### config.mk
export PLATFORM = sky130hd
export DESIGN_NAME = keynsham_prefetch
export DESIGN_NICKNAME = d
export VERILOG_FILES = /design/src/rtl/keynsham_prefetch.sv
export SDC_FILE = /design/constraint.sdc
export NUM_CORES = 1
export LEC_CHECK = 0
export ABC_AREA = 1
export BUFFER_PORTS_ARGS = -buffer_cell sky130_fd_sc_hd__buf_2
export CAP_MARGIN = 20
export CORE_ASPECT_RATIO = 0.8
export CORE_UTILIZATION = 45
export CTS_BUF_LIST = sky130_fd_sc_hd__clkbuf_16
export CTS_CLUSTER_SIZE = 14
export DETAILED_ROUTE_END_ITERATION = 10
export PLACE_DENSITY = 0.7
export SETUP_SLACK_MARGIN = 0.3
export SLEW_MARGIN = 5
export SYNTH_ARGS = -nofsm -noshare
export SYNTH_HDL_FRONTEND = slang
export SYNTH_SLANG_ARGS = --single-unit
### constraint.sdc
create_clock -name clk -period 4.09 [get_ports clk]
set_input_delay 0.818 -clock clk [delete_from_list [all_inputs] [get_ports clk]]
set_output_delay 0.818 -clock clk [all_outputs]
set_load 0.005 [all_outputs]
### src/rtl/keynsham_prefetch.sv
// keynsham_prefetch: instruction prefetch queue in front of the on-chip RAM
// instruction port. Issues one word fetch at a time, buffers returned words
// with their PC, and hands them to decode over valid/ready. Redirects flush
// the queue and drop any stale in-flight response. A missing acknowledge
// becomes a fault entry after TIMEOUT wait cycles.
//
// Optional feature: define KEYNSHAM_PREFETCH_BYPASS_EN to forward a response
// straight to out_* in its ack cycle when the queue is empty.
module keynsham_prefetch #(
    parameter int unsigned DEPTH    = 4,
    parameter logic [29:0] RESET_PC = 30'h0,
    parameter int unsigned TIMEOUT  = 15
) (
    input  logic        clk,
    input  logic        rst_n,
    input  logic        redirect,
    input  logic [29:0] redirect_pc,
    output logic        i_access,
    output logic [29:0] i_addr,
    input  logic [31:0] i_data,
    input  logic        i_ack,
    output logic        out_valid,
    input  logic        out_ready,
    output logic [31:0] out_instr,
    output logic [29:0] out_pc,
    output logic        out_fault
);

    localparam int unsigned PTR_W = (DEPTH > 1) ? $clog2(DEPTH) : 1;
    localparam int unsigned CNT_W = $clog2(DEPTH + 1);

    localparam logic [1:0] S_ISSUE = 2'd0;
    localparam logic [1:0] S_WAIT  = 2'd1;
    localparam logic [1:0] S_HALT  = 2'd2;

    localparam logic [7:0]       TIMEOUT_C = 8'(TIMEOUT);
    localparam logic [CNT_W-1:0] DEPTH_C   = CNT_W'(DEPTH);
    localparam logic [CNT_W-1:0] CNT_ONE   = CNT_W'(1);
    localparam logic [PTR_W-1:0] PTR_ONE   = PTR_W'(1);

    // Control state
    logic [1:0]       r_state;
    logic [29:0]      r_fetch_pc;
    logic             r_discard;
    logic [7:0]       r_timer;
    logic [CNT_W-1:0] r_count;
    logic [PTR_W-1:0] r_wptr;
    logic [PTR_W-1:0] r_rptr;

    // Queue storage (data only, no reset needed)
    logic [29:0] r_mem_pc    [DEPTH];
    logic [31:0] r_mem_instr [DEPTH];
    logic        r_mem_fault [DEPTH];

    logic        w_in_wait;
    logic        w_ack_live;
    logic        w_fault_push;
    logic        w_empty;
    logic        w_bypass;
    logic        w_push;
    logic        w_pop;
    logic [31:0] w_push_instr;

    assign w_in_wait    = (r_state == S_WAIT);
    // A response that is really ours: not stale and not overtaken by a redirect.
    assign w_ack_live   = w_in_wait && i_ack && !r_discard && !redirect;
    assign w_fault_push = w_in_wait && !i_ack && (r_timer == TIMEOUT_C)
                          && !r_discard && !redirect;
    assign w_empty      = (r_count == '0);

`ifdef KEYNSHAM_PREFETCH_BYPASS_EN
    assign w_bypass = w_ack_live && w_empty;
`else
    assign w_bypass = 1'b0;
`endif

    // A bypassed word consumed in its ack cycle never occupies a slot.
    assign w_push       = (w_ack_live && !(w_bypass && out_ready)) || w_fault_push;
    // A pop during a redirect is not a transfer; the flush wins.
    assign w_pop        = !w_empty && out_ready && !redirect;
    assign w_push_instr = w_fault_push ? 32'h0 : i_data;

    // Only one request may be outstanding, and only when a slot is free for it.
    assign i_access = rst_n && (r_state == S_ISSUE) && (r_count < DEPTH_C) && !redirect;
    assign i_addr   = r_fetch_pc;

    // Present queue head (or the bypassed response); zeros when nothing is valid.
    always_comb begin
        out_valid = 1'b0;
        out_instr = 32'h0;
        out_pc    = 30'h0;
        out_fault = 1'b0;
        if (!w_empty) begin
            out_valid = 1'b1;
            out_instr = r_mem_instr[r_rptr];
            out_pc    = r_mem_pc[r_rptr];
            out_fault = r_mem_fault[r_rptr];
        end else if (w_bypass) begin
            out_valid = 1'b1;
            out_instr = i_data;
            out_pc    = r_fetch_pc;
        end
    end

    // Fetch FSM: issue, wait for ack or timeout, halt on fault; redirect overrides all.
    always_ff @(posedge clk or negedge rst_n) begin
        if (!rst_n) begin
            r_state    <= S_ISSUE;
            r_fetch_pc <= RESET_PC;
            r_discard  <= 1'b0;
            r_timer    <= 8'h0;
        end else if (redirect) begin
            r_fetch_pc <= redirect_pc;
            if (w_in_wait && !i_ack) begin
                // Old request still in flight: wait for it, then throw it away.
                // Timer restarts so the stale response always lands before expiry.
                r_state   <= S_WAIT;
                r_discard <= 1'b1;
                r_timer   <= 8'h0;
            end else begin
                r_state   <= S_ISSUE;
                r_discard <= 1'b0;
            end
        end else begin
            case (r_state)
                S_ISSUE: begin
                    if (i_access) begin
                        r_state <= S_WAIT;
                        r_timer <= 8'h0;
                    end
                end
                S_WAIT: begin
                    if (i_ack) begin
                        if (!r_discard) begin
                            r_fetch_pc <= r_fetch_pc + 30'd1;
                        end
                        r_discard <= 1'b0;
                        r_state   <= S_ISSUE;
                    end else if (r_timer == TIMEOUT_C) begin
                        if (r_discard) begin
                            r_discard <= 1'b0;
                            r_state   <= S_ISSUE;
                        end else begin
                            r_state <= S_HALT;
                        end
                    end else begin
                        r_timer <= r_timer + 8'd1;
                    end
                end
                S_HALT: begin
                    r_state <= S_HALT;
                end
                default: begin
                    r_state <= S_ISSUE;
                end
            endcase
        end
    end

    // Queue occupancy and pointers; a redirect empties the queue.
    always_ff @(posedge clk or negedge rst_n) begin
        if (!rst_n) begin
            r_count <= '0;
            r_wptr  <= '0;
            r_rptr  <= '0;
        end else if (redirect) begin
            r_count <= '0;
            r_wptr  <= '0;
            r_rptr  <= '0;
        end else begin
            if (w_push) begin
                r_wptr <= r_wptr + PTR_ONE;
            end
            if (w_pop) begin
                r_rptr <= r_rptr + PTR_ONE;
            end
            case ({w_push, w_pop})
                2'b10:   r_count <= r_count + CNT_ONE;
                2'b01:   r_count <= r_count - CNT_ONE;
                default: r_count <= r_count;
            endcase
        end
    end

    // Queue storage write; space is guaranteed because issue requires a free slot.
    always_ff @(posedge clk) begin
        if (w_push) begin
            r_mem_pc[r_wptr]    <= r_fetch_pc;
            r_mem_instr[r_wptr] <= w_push_instr;
            r_mem_fault[r_wptr] <= w_fault_push;
        end
    end

endmodule

# ---- Word-level counts from Yosys, hierarchy flattened
# Memory sizes are Yosys's and may differ from the RTL's.
# Cells that the tools add are included.
dict set report classes {
  add_sub_neg 6
  n_mul 0
  n_div 0
  magnitude_cmp 1
  eq_ne 11
  n_shift 0
  muxes 35
  bitwise 0
  reduce_logical 30
}
# op count
set ops {}
lappend ops {{$mux 30} 5}
lappend ops {{$mux 32} 2}
lappend ops {{$mux 8} 5}
lappend ops {{$add 30x1->30 const B} 1}
lappend ops {{$mux 2} 9}
lappend ops {{$pmux 8 s2} 1}
lappend ops {{$logic_and 1x1->1} 12}
lappend ops {{$mux 1} 10}
lappend ops {{$ne 3x3->1 const B} 3}
lappend ops {{$reduce_bool 3->1} 3}
lappend ops {{$add 8x1->8 const B} 1}
lappend ops {{$eq 8x4->1 const B} 1}
lappend ops {{$reduce_bool 2->1} 4}
lappend ops {{$pmux 2 s3} 1}
lappend ops {{$pmux 3 s2} 1}
lappend ops {{$reduce_and 5->1} 1}
lappend ops {{$add 2x1->2 const B} 2}
lappend ops {{$eq 2x1->1 const B} 2}
lappend ops {{$eq 2x2->1 const B} 2}
lappend ops {{$logic_not 1->1} 4}
lappend ops {{$ne 4x3->1 const B} 1}
lappend ops {{$reduce_and 2->1} 2}
lappend ops {{$add 3x1->3 const B} 1}
lappend ops {{$logic_not 3->1} 1}
lappend ops {{other kinds (8)} 8}
dict set report word_totals {
  reg_bits 48
  latchBits 0
  ram_bits 252
  rom_bits 0
  in_bits 67
  out_inout_bits 95
  elab_cells 93
  memories 3
}
# name depth width rd rd_clocked_by_memory_dff wr line
set memory_table {}
lappend memory_table {r_mem_instr 4 32 1 0 1 52} ;# logic [31:0] r_mem_instr [DEPTH];
lappend memory_table {r_mem_pc 4 30 1 0 1 51} ;# logic [29:0] r_mem_pc [DEPTH];
lappend memory_table {r_mem_fault 4 1 1 0 1 53} ;# logic r_mem_fault [DEPTH];

# ---- Longest topological paths before layout
dict set report logic_depth {
  ltp_word 9
  mapped_depth 13
  ltp_nobuf 13
}

# ---- Least setup slack after synthesis
# OpenSTA, ideal clock, no wires.
dict set report synth_timing {
  path_kind {input port to flip-flop}
  startpoint {input redirect}
  endpoint {memory r_mem_fault[0], enable pin}
  setup_ps 485
  t_arrival_ps 3916
  t_required_ps 3605
  slack_ps -310
  stages 4
  n_path_buf 1
  path_cell_list {buf_6 -> nor2_8 -> nand3_2 -> nor2_1}
}
dict set report synth_between {
  elab_chain_len 5
  word_cells_on_any_way 6
  cone_classes {mux (2); reduce/logical (4)}
}
# element line
set synth_lines {}
lappend synth_lines {{start: declaration} 16} ;# input logic redirect,
lappend synth_lines {{$logic_not 1->1 *} {66, 68}}
lappend synth_lines {{$logic_and 1x1->1, on equally long branches} {66, 68}}
lappend synth_lines {{$logic_or 1x1->1 *} 78} ;# assign w_push = (w_ack_live && !(w_bypass && out_ready)) || w_fault_push;
lappend synth_lines {{$mux 1 *} 187} ;# if (w_push) begin
lappend synth_lines {{$mux 1 (not written as such) *} 190} ;# r_mem_fault[r_wptr] <= w_fault_push;
lappend synth_lines {{end: declaration} 53}
# Every way passes the cells marked *; elsewhere a longest branch is shown, timed or not.

# ---- Final worst setup path
dict set report layout_timing {
  startpoint {register r_rptr[0]}
  endpoint {output out_pc[8]}
}
dict set report layout_between {
  elab_chain_len 2
}
# element line
set layout_lines {}
lappend layout_lines {{start: declaration} 48} ;# logic [PTR_W-1:0] r_rptr;
lappend layout_lines {{start signal: assignment} 175} ;# r_rptr <= r_rptr + PTR_ONE;
lappend layout_lines {{$mem_v2 4x30} -}
lappend layout_lines {{$mux 30} 93} ;# if (!w_empty) begin
lappend layout_lines {{end: declaration} 25} ;# output logic [29:0] out_pc,
# No other way between the ends.

==> results by group <==
Run status
  • Outcome: finished, final reports clean

GRT
  • First-pass GRT wire length: 51,400 um
  • Initial antenna violation count: 0
  • Largest net degree at the start of global routing: 67
  • Vias in the first global route: 9,295
  • Grt ovf: 0
  • GRT Util Overall: 0.215

Clock tree
  • Clock Sinks: 300
  • CTS tree: built
  • Clock buffer depth: 3
  • Setup Fix Bufs, Post-CTS: 0
  • Post-CTS Hold Fix Bufs: 0
  • Num CTS Buffers: 30
  • Skew-Pair Late Insertion Delay: 0.56 ns
  • Post-cts sizing count: 0
  • Clk root buf: clkbuf_16
  • H-tree depth: 1
  • Clock-pin slew on the worst setup and hold paths: 0.07 ns

Floorplanning
  • Die Ht: 157 um
  • I/O pin count: 162
  • Die width: 196 um
  • Die Area: 0.0307 mm^2
  • Placeable Area: 0.0294 mm^2
  • Cell row count: 56
  • Starting Density: 0.459

Synthesis
  • Post-synth top flop: edfxtp_1
  • Post-synth top cells: nor2_1 (345), edfxtp_1 (252), nand2_1 (181), o21ai_0 (139), inv_1 (92)
  • Synthesized instance count: 1,327
  • Most area-consuming cells after synthesis: edfxtp_1 (56%), nor2_1 (9.6%), dfrtp_1 (8.9%)
  • Most common cell in the netlist: nor2_1
  • Sequential-to-total area share from yosys stat: 0.650
  • Synthesized area: 0.0135 mm^2
  • Number of synthesized flops with an enable pin: 252
  • Post-Syn Area per Cell: 10.2 um^2
  • #FFs+latches synth: 300
  • Mapped Nets: 1,401
  • Post-synth top area share: 0.561
  • Synth async-reset ratio: 0.160
  • Synth area leader: edfxtp_1
  • Synth Warn #: 0
  • Number of library cell types mapped by synthesis: 49

Worst setup path
  • Setup Crit Path Kind: register to primary output
  • Worst setup startpoint: r_rptr[0]
  • RR Startpoint: r_timer[0]
  • CP Cell Sequence: inv_2 -> buf_4 -> o21ai_0 -> a21oi_1 -> buf_2
  • Worst Setup Start Kind: register
  • CP max stage cell: dfrtp_4
  • Worst Reg-to-Reg Cells: 6
  • Critical Path End Type: primary output
  • Worst R2R Setup Slack: 1.45 ns
  • Crit Path Max Fanout: 33
  • Worst Path Arrival: 2.70 ns
  • Crit-path max cell delay: 0.61 ns
  • Req. time, crit path: 3.27 ns
  • Reg2reg end: r_mem_instr[3][31]

Route
  • Vias: 9,947
  • WL final: 33,000 um
  • DRT iter0 DRCs: 1,056
  • WL/cell: 17.6 um
  • Pre-antenna DRT Iters: 5
  • Detail Route Antenna Nets: 0
  • Drt via density: 5.30
  • DR DRC count: 0

Finish
  • Ant. Diodes: 0
  • Number of fill cells in the layout: 2,598
  • Share of cells above drive strength 1: 0.181
  • Final #Nets: 1,550
  • Finished Cell Area: 0.0156 mm^2
  • Final std cells w/o fill: 1,876
  • Synth-to-Final Area Change: 15.7%

STA
  • Setup Viol. Count Final: 0
  • Crit path time final: 3.52 ns
  • Final period utilization: 0.860
  • Clock Skew: 0.0177 ns
  • Final count of hold timing violations: 0
  • RSZ-0062 raised after global routing: no
  • Tightest Pin Transition: 0.923 ns
  • Relative slew slack: 0.379
  • Peak Freq: 0.284 GHz
  • Max-slew violation count: 0

Placed design
  • Placed Area: 0.0147 mm^2
  • GP Congestion: 0.844
  • Placed cell count: 1,821
  • Final HPWL DP: 20,100 um
  • PortBufs: 161

Power
  • Pwr dens: 525 mW/mm^2
  • Total power: 0.00819 W
  • Leak: 6.24 nW
  • Max rail drop VDD: 307 uV

Flow run
  • Number of max-cap violations: 0

Hold path
  • HP Class: input pin to async pin
power breakdown:
group / internal, W / switching, W / leakage (nW)
Clock: 0.00134 / 0.00116 / 0.440
Sequential: 0.00351 / 0.000234 / 2.89
Combinational: 0.000650 / 0.00129 / 2.91
Total: 0.00551 / 0.00268 / 6.24
layer usage:
layer  GRT usage  vias up  share of wire  wire length [um]
met2       0.342      359           0.45             14800
li1            -     4774              -                 -
met4      0.0356        0          0.014               451
met5           0        -              0                 0
met1       0.315     4772           0.46             15200
met3      0.0345       42          0.074              2440
worst max-delay path: cells and delay by family, from the launching register on:
family | cells | cell delay (ns)
DFF | 1 | 0.61
buffers and inverters | 3 | 1.05
AOI/OAI and AO/OA | 2 | 0.47
per-stage QoR:
| stage | worst slack [ns] | utilization | TNS, ns | hold WS [ns] |
|---|---|---|---|---|
| final | 0.574 | 0.531 | 0 | 0.421 |
| after floorplan | -0.310 | - | -78.20 | 0.468 |
| after CTS | 0.562 | 0.531 | 0 | 0.455 |
| after detailed placement | 0.999 | 0.501 | 0 | 0.503 |
| after global routing | 0.422 | 0.531 | 0 | 0.488 |
| after global placement | 1.07 | 0.501 | 0 | 0.500 |
layout by cell type, fill, tap and decap left out, drive strengths merged, types with 3 or more instances in the layout:
cell and n:
a21oi 72, a31o 3, buf 178, clkbuf 30, clkinv 18, clkinvlp 3, dfrtp 48, edfxtp 252
ha 6, inv 109, nand2 183, nand3 39, nand3b 3, nand4 10, nor2 351, nor3 5
nor3b 3, o211ai 6, o21ai 153, o21bai 4, o22ai 4, xor2 9
cell type report:
cell class	count	area (um^2)	share of cell area
multi-input combinational	861	4050	0.260
timing repair buffer	178	1010	0.0646
clock buffer	30	751	0.0481
inverter	105	404	0.0259
sequential	300	8770	0.562
tap	377	472	0.0302
clock inverter	25	144	0.00922
worst max path at each step:
stage	to	depth (start not counted)	slack [ns]
4_1_cts	out_pc[8]	5	0.56
2_1_floorplan	r_mem_fault[0]	4	-0.31
3_3_place_gp	r_mem_instr[3][25]	5	1.07
5_1_grt	out_pc[8]	5	0.42
6_report	out_pc[8]	5	0.57
3_5_place_dp	r_mem_instr[3][25]	5	1.0
registers in the layout (all words and copies together) (netlist names):
| register | flops |
|---|---|
| r_wptr | 2 |
| r_state | 2 |
| r_mem_pc | 120 |
| i_addr | 30 |
| r_mem_instr | 128 |
| r_rptr | 2 |
| r_count | 3 |
| r_discard | 1 |
| r_timer | 8 |
| r_mem_fault | 4 |
cell families (layout without fill, tap and decap cells):
logic type,after synthesis,after routing,share of synthesized area
and+or+nand+nor,597,597,0.183
DFF,300,300,0.650
AOI/OAI and AO/OA,247,247,0.101
buffers and inverters,166,338,0.0518
xor gates and xnor gates,10,10,0.00649
adders and majority gates,7,7,0.00705
Note: power is estimated with default switching activity, not from simulation.
